## src/rtl/riscv_dpath_divider_pkg.sv

```systemverilog
// Shared encodings for the iterative divide/remainder unit: function codes,
// operand width selects and small decode helpers used by the datapath.
package riscv_dpath_divider_pkg;

  localparam logic [1:0] DIV_FN_DIV  = 2'd0;
  localparam logic [1:0] DIV_FN_DIVU = 2'd1;
  localparam logic [1:0] DIV_FN_REM  = 2'd2;
  localparam logic [1:0] DIV_FN_REMU = 2'd3;

  localparam logic DW_32 = 1'b0;
  localparam logic DW_64 = 1'b1;

  // DIV and REM treat their operands as two's complement.
  function automatic logic fn_is_signed(input logic [1:0] fn);
    return (fn == DIV_FN_DIV) || (fn == DIV_FN_REM);
  endfunction

  // REM/REMU return the remainder; DIV/DIVU return the quotient.
  function automatic logic fn_is_rem(input logic [1:0] fn);
    return fn[1];
  endfunction

endpackage

```

## src/rtl/riscv_dpath_div_step.sv

```systemverilog
// One radix-2 restoring division step: shift {rem,quo} left by one, then
// trial-subtract the divisor from the upper half and record the quotient bit.
module riscv_dpath_div_step #(
  parameter int XLEN = 64
) (
  input  logic [XLEN-1:0] rem,
  input  logic [XLEN-1:0] quo,
  input  logic [XLEN-1:0] divisor,
  output logic [XLEN-1:0] rem_next,
  output logic [XLEN-1:0] quo_next
);

  logic [XLEN:0] hi;
  logic          fits;

  // The shifted remainder can momentarily need XLEN+1 bits, so the carry-out
  // bit participates in the "divisor fits" decision.
  always_comb begin
    hi       = {rem, quo[XLEN-1]};
    fits     = hi[XLEN] | (hi[XLEN-1:0] >= divisor);
    rem_next = fits ? (hi[XLEN-1:0] - divisor) : hi[XLEN-1:0];
    quo_next = {quo[XLEN-2:0], fits};
  end

endmodule

```

## src/rtl/riscv_dpath_divider.sv

```systemverilog
// Iterative 64-bit integer divide/remainder unit (DIV/DIVU/REM/REMU and the
// 32-bit W forms) with valid/ready request and response ports.  Signed ops
// divide magnitudes and fix signs up afterwards; one quotient bit per cycle.
module riscv_dpath_divider
  import riscv_dpath_divider_pkg::*;
#(
  parameter int XLEN  = 64,
  parameter int TAG_W = 5
) (
  input  logic             clk,
  input  logic             reset,
  input  logic             req_val,
  output logic             req_rdy,
  input  logic [1:0]       req_fn,
  input  logic             req_dw,
  input  logic [TAG_W-1:0] req_tag,
  input  logic [XLEN-1:0]  req_in1,
  input  logic [XLEN-1:0]  req_in2,
  input  logic             kill,
  output logic             resp_val,
  input  logic             resp_rdy,
  output logic [XLEN-1:0]  resp_data,
  output logic [TAG_W-1:0] resp_tag
);

  localparam int CNT_W = $clog2(XLEN + 1);

  typedef enum logic [2:0] {
    S_READY,
    S_NEG_IN,
    S_BUSY,
    S_NEG_OUT,
    S_DONE
  } state_t;

  state_t           state;
  logic [CNT_W-1:0] cnt;

  logic [1:0]       fn_q;
  logic             dw_q;
  logic [TAG_W-1:0] tag_q;
  logic             sgn1, sgn2;
  logic             neg_q, neg_r;
  logic [XLEN-1:0]  dvd, dvs;
  logic [XLEN-1:0]  rem, quo;
  logic [XLEN-1:0]  step_rem, step_quo;

  logic             in_signed;
  logic [XLEN-1:0]  in1_x, in2_x;
  logic [XLEN-1:0]  q_fix, r_fix, result;

  function automatic logic [XLEN-1:0] sext32(input logic [XLEN-1:0] v);
    return {{(XLEN-32){v[31]}}, v[31:0]};
  endfunction

  function automatic logic [XLEN-1:0] zext32(input logic [XLEN-1:0] v);
    return {{(XLEN-32){1'b0}}, v[31:0]};
  endfunction

  function automatic logic [XLEN-1:0] negate(input logic [XLEN-1:0] v);
    return -v;
  endfunction

  // Width-adjust the incoming operands so the core always divides XLEN bits.
  always_comb begin
    in_signed = fn_is_signed(req_fn);
    in1_x     = req_in1;
    in2_x     = req_in2;
    if (req_dw == DW_32) begin
      in1_x = in_signed ? sext32(req_in1) : zext32(req_in1);
      in2_x = in_signed ? sext32(req_in2) : zext32(req_in2);
    end
  end

  riscv_dpath_div_step #(
    .XLEN(XLEN)
  ) u_step (
    .rem     (rem),
    .quo     (quo),
    .divisor (dvs),
    .rem_next(step_rem),
    .quo_next(step_quo)
  );

  // Sign fix-up and result selection; a zero divisor keeps the all-ones
  // quotient unsigned-looking so DIV x/0 yields -1.
  always_comb begin
    q_fix  = (neg_q && (dvs != '0)) ? negate(quo) : quo;
    r_fix  = neg_r ? negate(rem) : rem;
    result = fn_is_rem(fn_q) ? r_fix : q_fix;
    if (dw_q == DW_32) result = sext32(result);
  end

  // Control FSM with registered handshake outputs and response registers.
  always_ff @(posedge clk or posedge reset) begin
    if (reset) begin
      state     <= S_READY;
      cnt       <= '0;
      req_rdy   <= 1'b1;
      resp_val  <= 1'b0;
      resp_data <= '0;
      resp_tag  <= '0;
    end else begin
      case (state)
        S_READY: begin
          if (req_val) begin
            state   <= S_NEG_IN;
            req_rdy <= 1'b0;
          end
        end
        S_NEG_IN: begin
          if (kill) begin
            state   <= S_READY;
            req_rdy <= 1'b1;
          end else begin
            state <= S_BUSY;
            cnt   <= CNT_W'(XLEN);
          end
        end
        S_BUSY: begin
          if (kill) begin
            state   <= S_READY;
            req_rdy <= 1'b1;
          end else begin
            cnt <= cnt - 1'b1;
            if (cnt == CNT_W'(1)) state <= S_NEG_OUT;
          end
        end
        S_NEG_OUT: begin
          if (kill) begin
            state   <= S_READY;
            req_rdy <= 1'b1;
          end else begin
            state     <= S_DONE;
            resp_val  <= 1'b1;
            resp_data <= result;
            resp_tag  <= tag_q;
          end
        end
        S_DONE: begin
          if (resp_rdy) begin
            state    <= S_READY;
            resp_val <= 1'b0;
            req_rdy  <= 1'b1;
          end
        end
        default: begin
          state   <= S_READY;
          req_rdy <= 1'b1;
        end
      endcase
    end
  end

  // Operand/iteration datapath; its contents only matter once the FSM has
  // accepted a request, so it carries no reset.
  always_ff @(posedge clk) begin
    case (state)
      S_READY: begin
        if (req_val) begin
          fn_q  <= req_fn;
          dw_q  <= req_dw;
          tag_q <= req_tag;
          dvd   <= in1_x;
          dvs   <= in2_x;
          sgn1  <= in_signed & in1_x[XLEN-1];
          sgn2  <= in_signed & in2_x[XLEN-1];
        end
      end
      S_NEG_IN: begin
        rem   <= '0;
        quo   <= sgn1 ? negate(dvd) : dvd;
        dvs   <= sgn2 ? negate(dvs) : dvs;
        neg_q <= sgn1 ^ sgn2;
        neg_r <= sgn1;
      end
      S_BUSY: begin
        rem <= step_rem;
        quo <= step_quo;
      end
      default: begin
      end
    endcase
  end

endmodule

```

## config.mk

```make
export PLATFORM = sky130hd
export DESIGN_NAME = riscv_dpath_divider
export DESIGN_NICKNAME = d
export VERILOG_FILES = /design/src/rtl/riscv_dpath_divider_pkg.sv /design/src/rtl/riscv_dpath_div_step.sv /design/src/rtl/riscv_dpath_divider.sv
export SDC_FILE = /design/constraint.sdc
export NUM_CORES = 1
export LEC_CHECK = 0
export ABC_AREA = 1
export CAP_MARGIN = 40
export CORE_MARGIN = 4
export CORE_UTILIZATION = 55
export CTS_CLUSTER_SIZE = 8
export DETAILED_ROUTE_END_ITERATION = 7
export GPL_ROUTABILITY_DRIVEN = 0
export PLACE_DENSITY = 0.76
export SLEW_MARGIN = 20
export SYNTH_ARGS = -nofsm -noshare
export SYNTH_HDL_FRONTEND = slang
export SYNTH_HIERARCHICAL = 1
export SYNTH_SLANG_ARGS = --single-unit
```

## constraint.sdc

```tcl
create_clock -name clk -period 6.6 [get_ports clk]
set_clock_uncertainty 0.2 [all_clocks]
set_input_delay 1.32 -clock clk [delete_from_list [all_inputs] [get_ports clk]]
set_output_delay 1.32 -clock clk [all_outputs]
set_load 0.03 [all_outputs]
```

Word level (Yosys, flattened, before mapping)
Index checks and enable logic that the tools add are counted.

Bits of input ports: 141. Flip-flop bits (word level): 349. Word-level logic and storage cells: 91.

$lt $le $gt $ge: 1. Eq/ne operators: 14. Bitwise gates (word level): 5. Add/sub/neg operators: 6. Multiplexer cells: 32. Reduce and logical (&&, ||, !) cells: 16.

Operators with widths (number): $mux 64 (12); $pmux 64 s2 (3); $neg 64->64 (4); $ge 64x64->1 (1); $reduce_bool 64->1 (1); $sub 64x64->64 (1); $mux 3 (5); $pmux 3 s5 (1); $reduce_and 3->1 (5); $mux 7 (2); $pmux 7 s2 (1); $ne 2x2->1 const B (6); $eq 7x1->1 const B (1); $sub 7x1->7 const B (1); $eq 3x2->1 const B (2); $reduce_bool 2->1 (3); $mux 1 (5); $reduce_and 2->1 (2); $eq 3x1->1 const B (1); $eq 3x3->1 const B (1); $logic_not 3->1 (1); $ne 3x3->1 const B (1); $pmux 1 s3 (1); $reduce_or 3->1 (1); 11 further kinds (12).

Logic depth before layout (Yosys ltp)
Word-level depth: 6. Gate-level depth with buffers: 20.

Cells and area by module
The synthesis kept the hierarchy.

By module, submodules not included: riscv_dpath_divider (area each 22532.9 sq um, times used 1, cells an instance 3112); riscv_dpath_div_step (area each 7692.4 sq um, times used 1, cells an instance 1642).

Worst setup path after synthesis
Ideal clock, no wire load.

Path type: input -> register. Start point: in resp_rdy. End point: reg dvd[0], enable pin. Data required time: 5.895 ns. Stages on the path: 6. Arrival: 4.747 ns. Library setup time: 0.505 ns. Buffers on the path: 0. Setup slack: 1.148 ns. Path through: inv_1 > nand2_1 > o21ai_0 > inv_1 > o211ai_1 > nor2_1.

RTL lines: start: declaration (RTL line riscv_dpath_divider.sv:21) `input logic resp_rdy,`; end signal: assignment (RTL line riscv_dpath_divider.sv:164) `dvd <= in1_x;`; end: declaration (RTL line riscv_dpath_divider.sv:44) `logic [XLEN-1:0] dvd, dvs;`.

Final worst setup path
Start point: reg quo[63]. End point: reg rem[60], data pin.

Word-level cells in the longest chain between the ends: 4. Elaborated cells on any way between the ends: 5. Those cells by class: 1 x add/sub; 1 x order compare; 2 x mux; 1 x bitwise.

Ends and longest elaborated chain: start: declaration (RTL line riscv_dpath_divider.sv:45) `logic [XLEN-1:0] rem, quo;`; start signal: assignment (RTL line riscv_dpath_divider.sv:172) `quo <= sgn1 ? negate(dvd) : dvd;`; start signal: assignment (RTL line riscv_dpath_divider.sv:179) `quo <= step_quo;`; $ge 64x64->1 (RTL line riscv_dpath_div_step.sv:20) `fits = hi[XLEN] | (hi[XLEN-1:0] >= divisor);`; $or 1x1->1 (RTL line riscv_dpath_div_step.sv:20); net step_quo[0] (RTL line riscv_dpath_divider.sv:46) `logic [XLEN-1:0] step_rem, step_quo;`; $mux 64 (RTL line riscv_dpath_div_step.sv:21) `rem_next = fits ? (hi[XLEN-1:0] - divisor) : hi[XLEN-1:0];`; net step_rem[60] (RTL line riscv_dpath_divider.sv:46); $pmux 64 s2 (RTL line riscv_dpath_divider.sv:158) `case (state)`; end signal: assignment (RTL line riscv_dpath_divider.sv:178) `rem <= step_rem;`; end: declaration (RTL line riscv_dpath_divider.sv:45).

The timed path passes the listed nets, and every way through them passes these cells. A chain may end at the register's enable or synchronous reset.

==> flow_summary.toml <==
[run_status]
outcome = "finished, final reports clean"

[clock_network]
cts_resized = 0
cts_buffer_depth = 3
cts_tree = "yes"
htreeDepth = 2
clk_latency_ns = 0.62
cts_sinks = 348
clk_pin_slew_worst_paths_ns = 0.05
cts_setup_buffers = 0
cts_hold_buf = 0
cts_made_buffers = 50
root_buffer = "clkbuf_16"

[sta]
finalCriticalPeriod_ns = 3.727
rsz0062_at_grt = "no"
worstMarginPinSlew_ns = 0.8540
tns_ns = 0
maxSlewHeadroom = 0.4268
period_share = 0.5648
max_freq_mhz = 268.3
slew_viol_final = 0
hold_viol_final = 0
setup_viol = 0

[cells_and_area]
antenna-diode-count = 0
final_util = 0.6280
areaGrowthSynthToFinish_pct = 12.48
layout-drive-gt1-share = 0.04655
layout.nets = 5073

[detailed_routing]
drt-total-wl_mm = 98.19
ant_nets = 0
vias = 31120
post_drt_wl_per_cell_um = 17.55
first_iter_violations = 3755
drc_errors = 0
first_pass_iters = 7
vias_per_cell = 5.563

[floorplanning]
die_w_um = 242.4
start_util = 0.5583
dieArea_um2 = 58770
die_h_um = 242.4
rows = 85
ios = 212
coreArea_um2 = 54130

[synthesis]
syn_area_um2 = 30230
synth_top_area_frac = 0.2653
synth_edf_count = 267
ys_seq_area_frac = 0.3324
synth_fa_ha_area_frac = 0.02964
yosysMostFrequentCell = "nand2_1"
synth_top_flop_cell = "edfxtp_1"
netlist_top_cells_count = "nand2_1, nor2_1, inv_1"
synth_compound_area_frac = 0.07542
synthMuxAreaShare = 0
synth_top_family_by_area = "simple AND/OR/NAND/NOR gates"
synth_cells = 4754
avgSynthCellArea_um2 = 6.358
ys_ff_latch = 348
synth_cell_types = 58
syn_nets = 4966
yosysTopAreaCell = "edfxtp_1"
synthArstFlopShare = 0.2328
synth_top_cells_by_area = "edfxtp_1, nand2_1, nor2_1, inv_1, dfrtp_1"
yosys_warnings = 6
synth_xor_area_frac = 0.04057
synth_simple_gate_area_frac = 0.3962

[global_routing]
grt_pass1_wl_mm = 149.3
grt_pass1_vias = 27670
grt_max_degree = 72
grt_use_total = 0.3172
antenna_found_initial = 1
grt-ovfl-total = 0

[placement]
place_hpwl_mm = 76.48
place.port_buffers = 211

[setup_path]
start_kind = "flip-flop"
arrival_ns = 3.99
reg2reg_from = "quo[63]$_DFFE_PP_"
worst_r2r_path_depth = 19
endpoint_kind = "flip-flop"
worstPathRequired_ns = 6.86
rrSetupSlack_ns = 2.87
critPathMaxFanout = 47
critPathCapture = "rem[60]$_SDFFCE_PN0P_"
crit_start = "quo[63]$_DFFE_PP_"
crit_type = "reg2reg"
r2r-end = "rem[60]$_SDFFCE_PN0P_"

[power]
p_total_uw = 21310
combPwrFrac = 0.622
pwr_density_cell_nw_per_um2 = 626.9
peakVddDrop_mv = 0.4076
seqPwrFrac = 0.260
pwr-share-clk = 0.118
p_switching_uw = 11470
power_switching_share = 0.5384
power.internal_uw = 9837
leakage_uw = 0.01623

[run]
maxCapViolations = 0

[min_path]
hold_path_class = "reg2reg"
[sequential cells by signal (all words and copies together) (netlist names)]
register / flops
cnt: 7
sgn2: 1
resp_val: 1
rem: 64
resp_data: 64
resp_tag: 5
state: 3
neg_q: 1
dw_q: 1
dvs: 64
sgn1: 1
quo: 64
dvd: 64
fn_q: 1
tag_q: 5
req_rdy: 1
neg_r: 1
[power by group through the flow]
stage	registers, uW	logic, uW	clock network [uW]
after floorplan	5460	9520	0
after global placement	5530	12600	0
after detailed placement	5530	12800	0
after CTS	5500	12900	2530
after global routing	5640	14700	2630
final	5540	13300	2510
[routing by layer]
layer	vias up	GRT usage	routed length (um)
li1	15160	-	-
met1	14050	0.4506	40510
met2	1694	0.4658	41170
met3	215	0.09297	13200
met4	2	0.1026	3293
met5	-	0	12
[cell families (layout without fill, tap and decap cells)]
logic type               Yosys count  after routing
AND/OR/NAND/NOR                 2867           2867
buffers and inverters            912           1056
AO/OA/AOI/OAI                    416            416
flip-flops                       348            348
XOR/XNOR                         140            140
adder cells (fa/ha/maj)           71             71
[area by class of cell]
| type | count | area [um2] |
|---|---|---|
| inverters | 724 | 2721 |
| clock buffers | 86 | 1438 |
| fillers | 5082 | 20140 |
| well taps | 696 | 870.8 |
| multi-input cells | 3494 | 16410 |
| repair buffers | 243 | 2462 |
| flip-flops and latches | 348 | 10050 |
| clock inverters | 3 | 53.80 |
[critical path, stage by stage, from the launching register on]
cell	delay, ns
edfxtp_1	0.38
inv_1	0.12
ha_1	0.24
fa_1	0.40
inv_1	0.10
nand3_1	0.11
nand2_4	0.12
nand2_2	0.05
nand2_2	0.12
nand2_2	0.08
nand2_4	0.09
nand2_2	0.06
nand3_2	0.06
nand2_2	0.07
nand2_4	0.25
buf_4	0.61
nand3_1	0.18
nand2_1	0.10
inv_1	0.04
nor2_1	0.09
[stage by stage]
step | hold WS [ns] | worst slack (ns) | instances | cell area, um2
CTS | 0.2486 | 2.941 | 5587 | 33900
global placement | 0.2313 | 2.313 | 5495 | 32330
detailed placement | 0.2424 | 2.473 | 5498 | 32400
floorplan | 0.2260 | 1.148 | 4754 | 30230
global route | 0.2772 | 2.665 | 5594 | 34000
finish | 0.2460 | 2.873 | 5594 | 34000
[placed cells by master, fill, tap and decap left out, types with 80 or more instances in the layout]
cell | netlist | layout
a21oi_1 | 158 | 158
nand4_1 | 95 | 95
nor2_1 | 713 | 712
dfrtp_1 | 80 | 80
inv_1 | 712 | 710
nand2_1 | 1541 | 1540
edfxtp_1 | 267 | 267
clkdlybuf4s50_1 | 0 | 210
xor2_1 | 114 | 114
o21ai_0 | 170 | 170
nand3_1 | 341 | 341
[worst min path at each step]
stage / startpoint / end / slack (ns) / cells after the start
after floorplan: tag_q[0]$_DFFE_PP_ / resp_tag[0]$_DFFE_PP0P_ / 0.23 / 2
after global placement: tag_q[3]$_DFFE_PP_ / resp_tag[3]$_DFFE_PP0P_ / 0.23 / 2
after detailed placement: tag_q[1]$_DFFE_PP_ / resp_tag[1]$_DFFE_PP0P_ / 0.24 / 2
after CTS: tag_q[4]$_DFFE_PP_ / resp_tag[4]$_DFFE_PP0P_ / 0.25 / 2
after global routing: tag_q[1]$_DFFE_PP_ / resp_tag[1]$_DFFE_PP0P_ / 0.28 / 2
final: tag_q[4]$_DFFE_PP_ / resp_tag[4]$_DFFE_PP0P_ / 0.25 / 2
(Power assumes the default switching activity.)
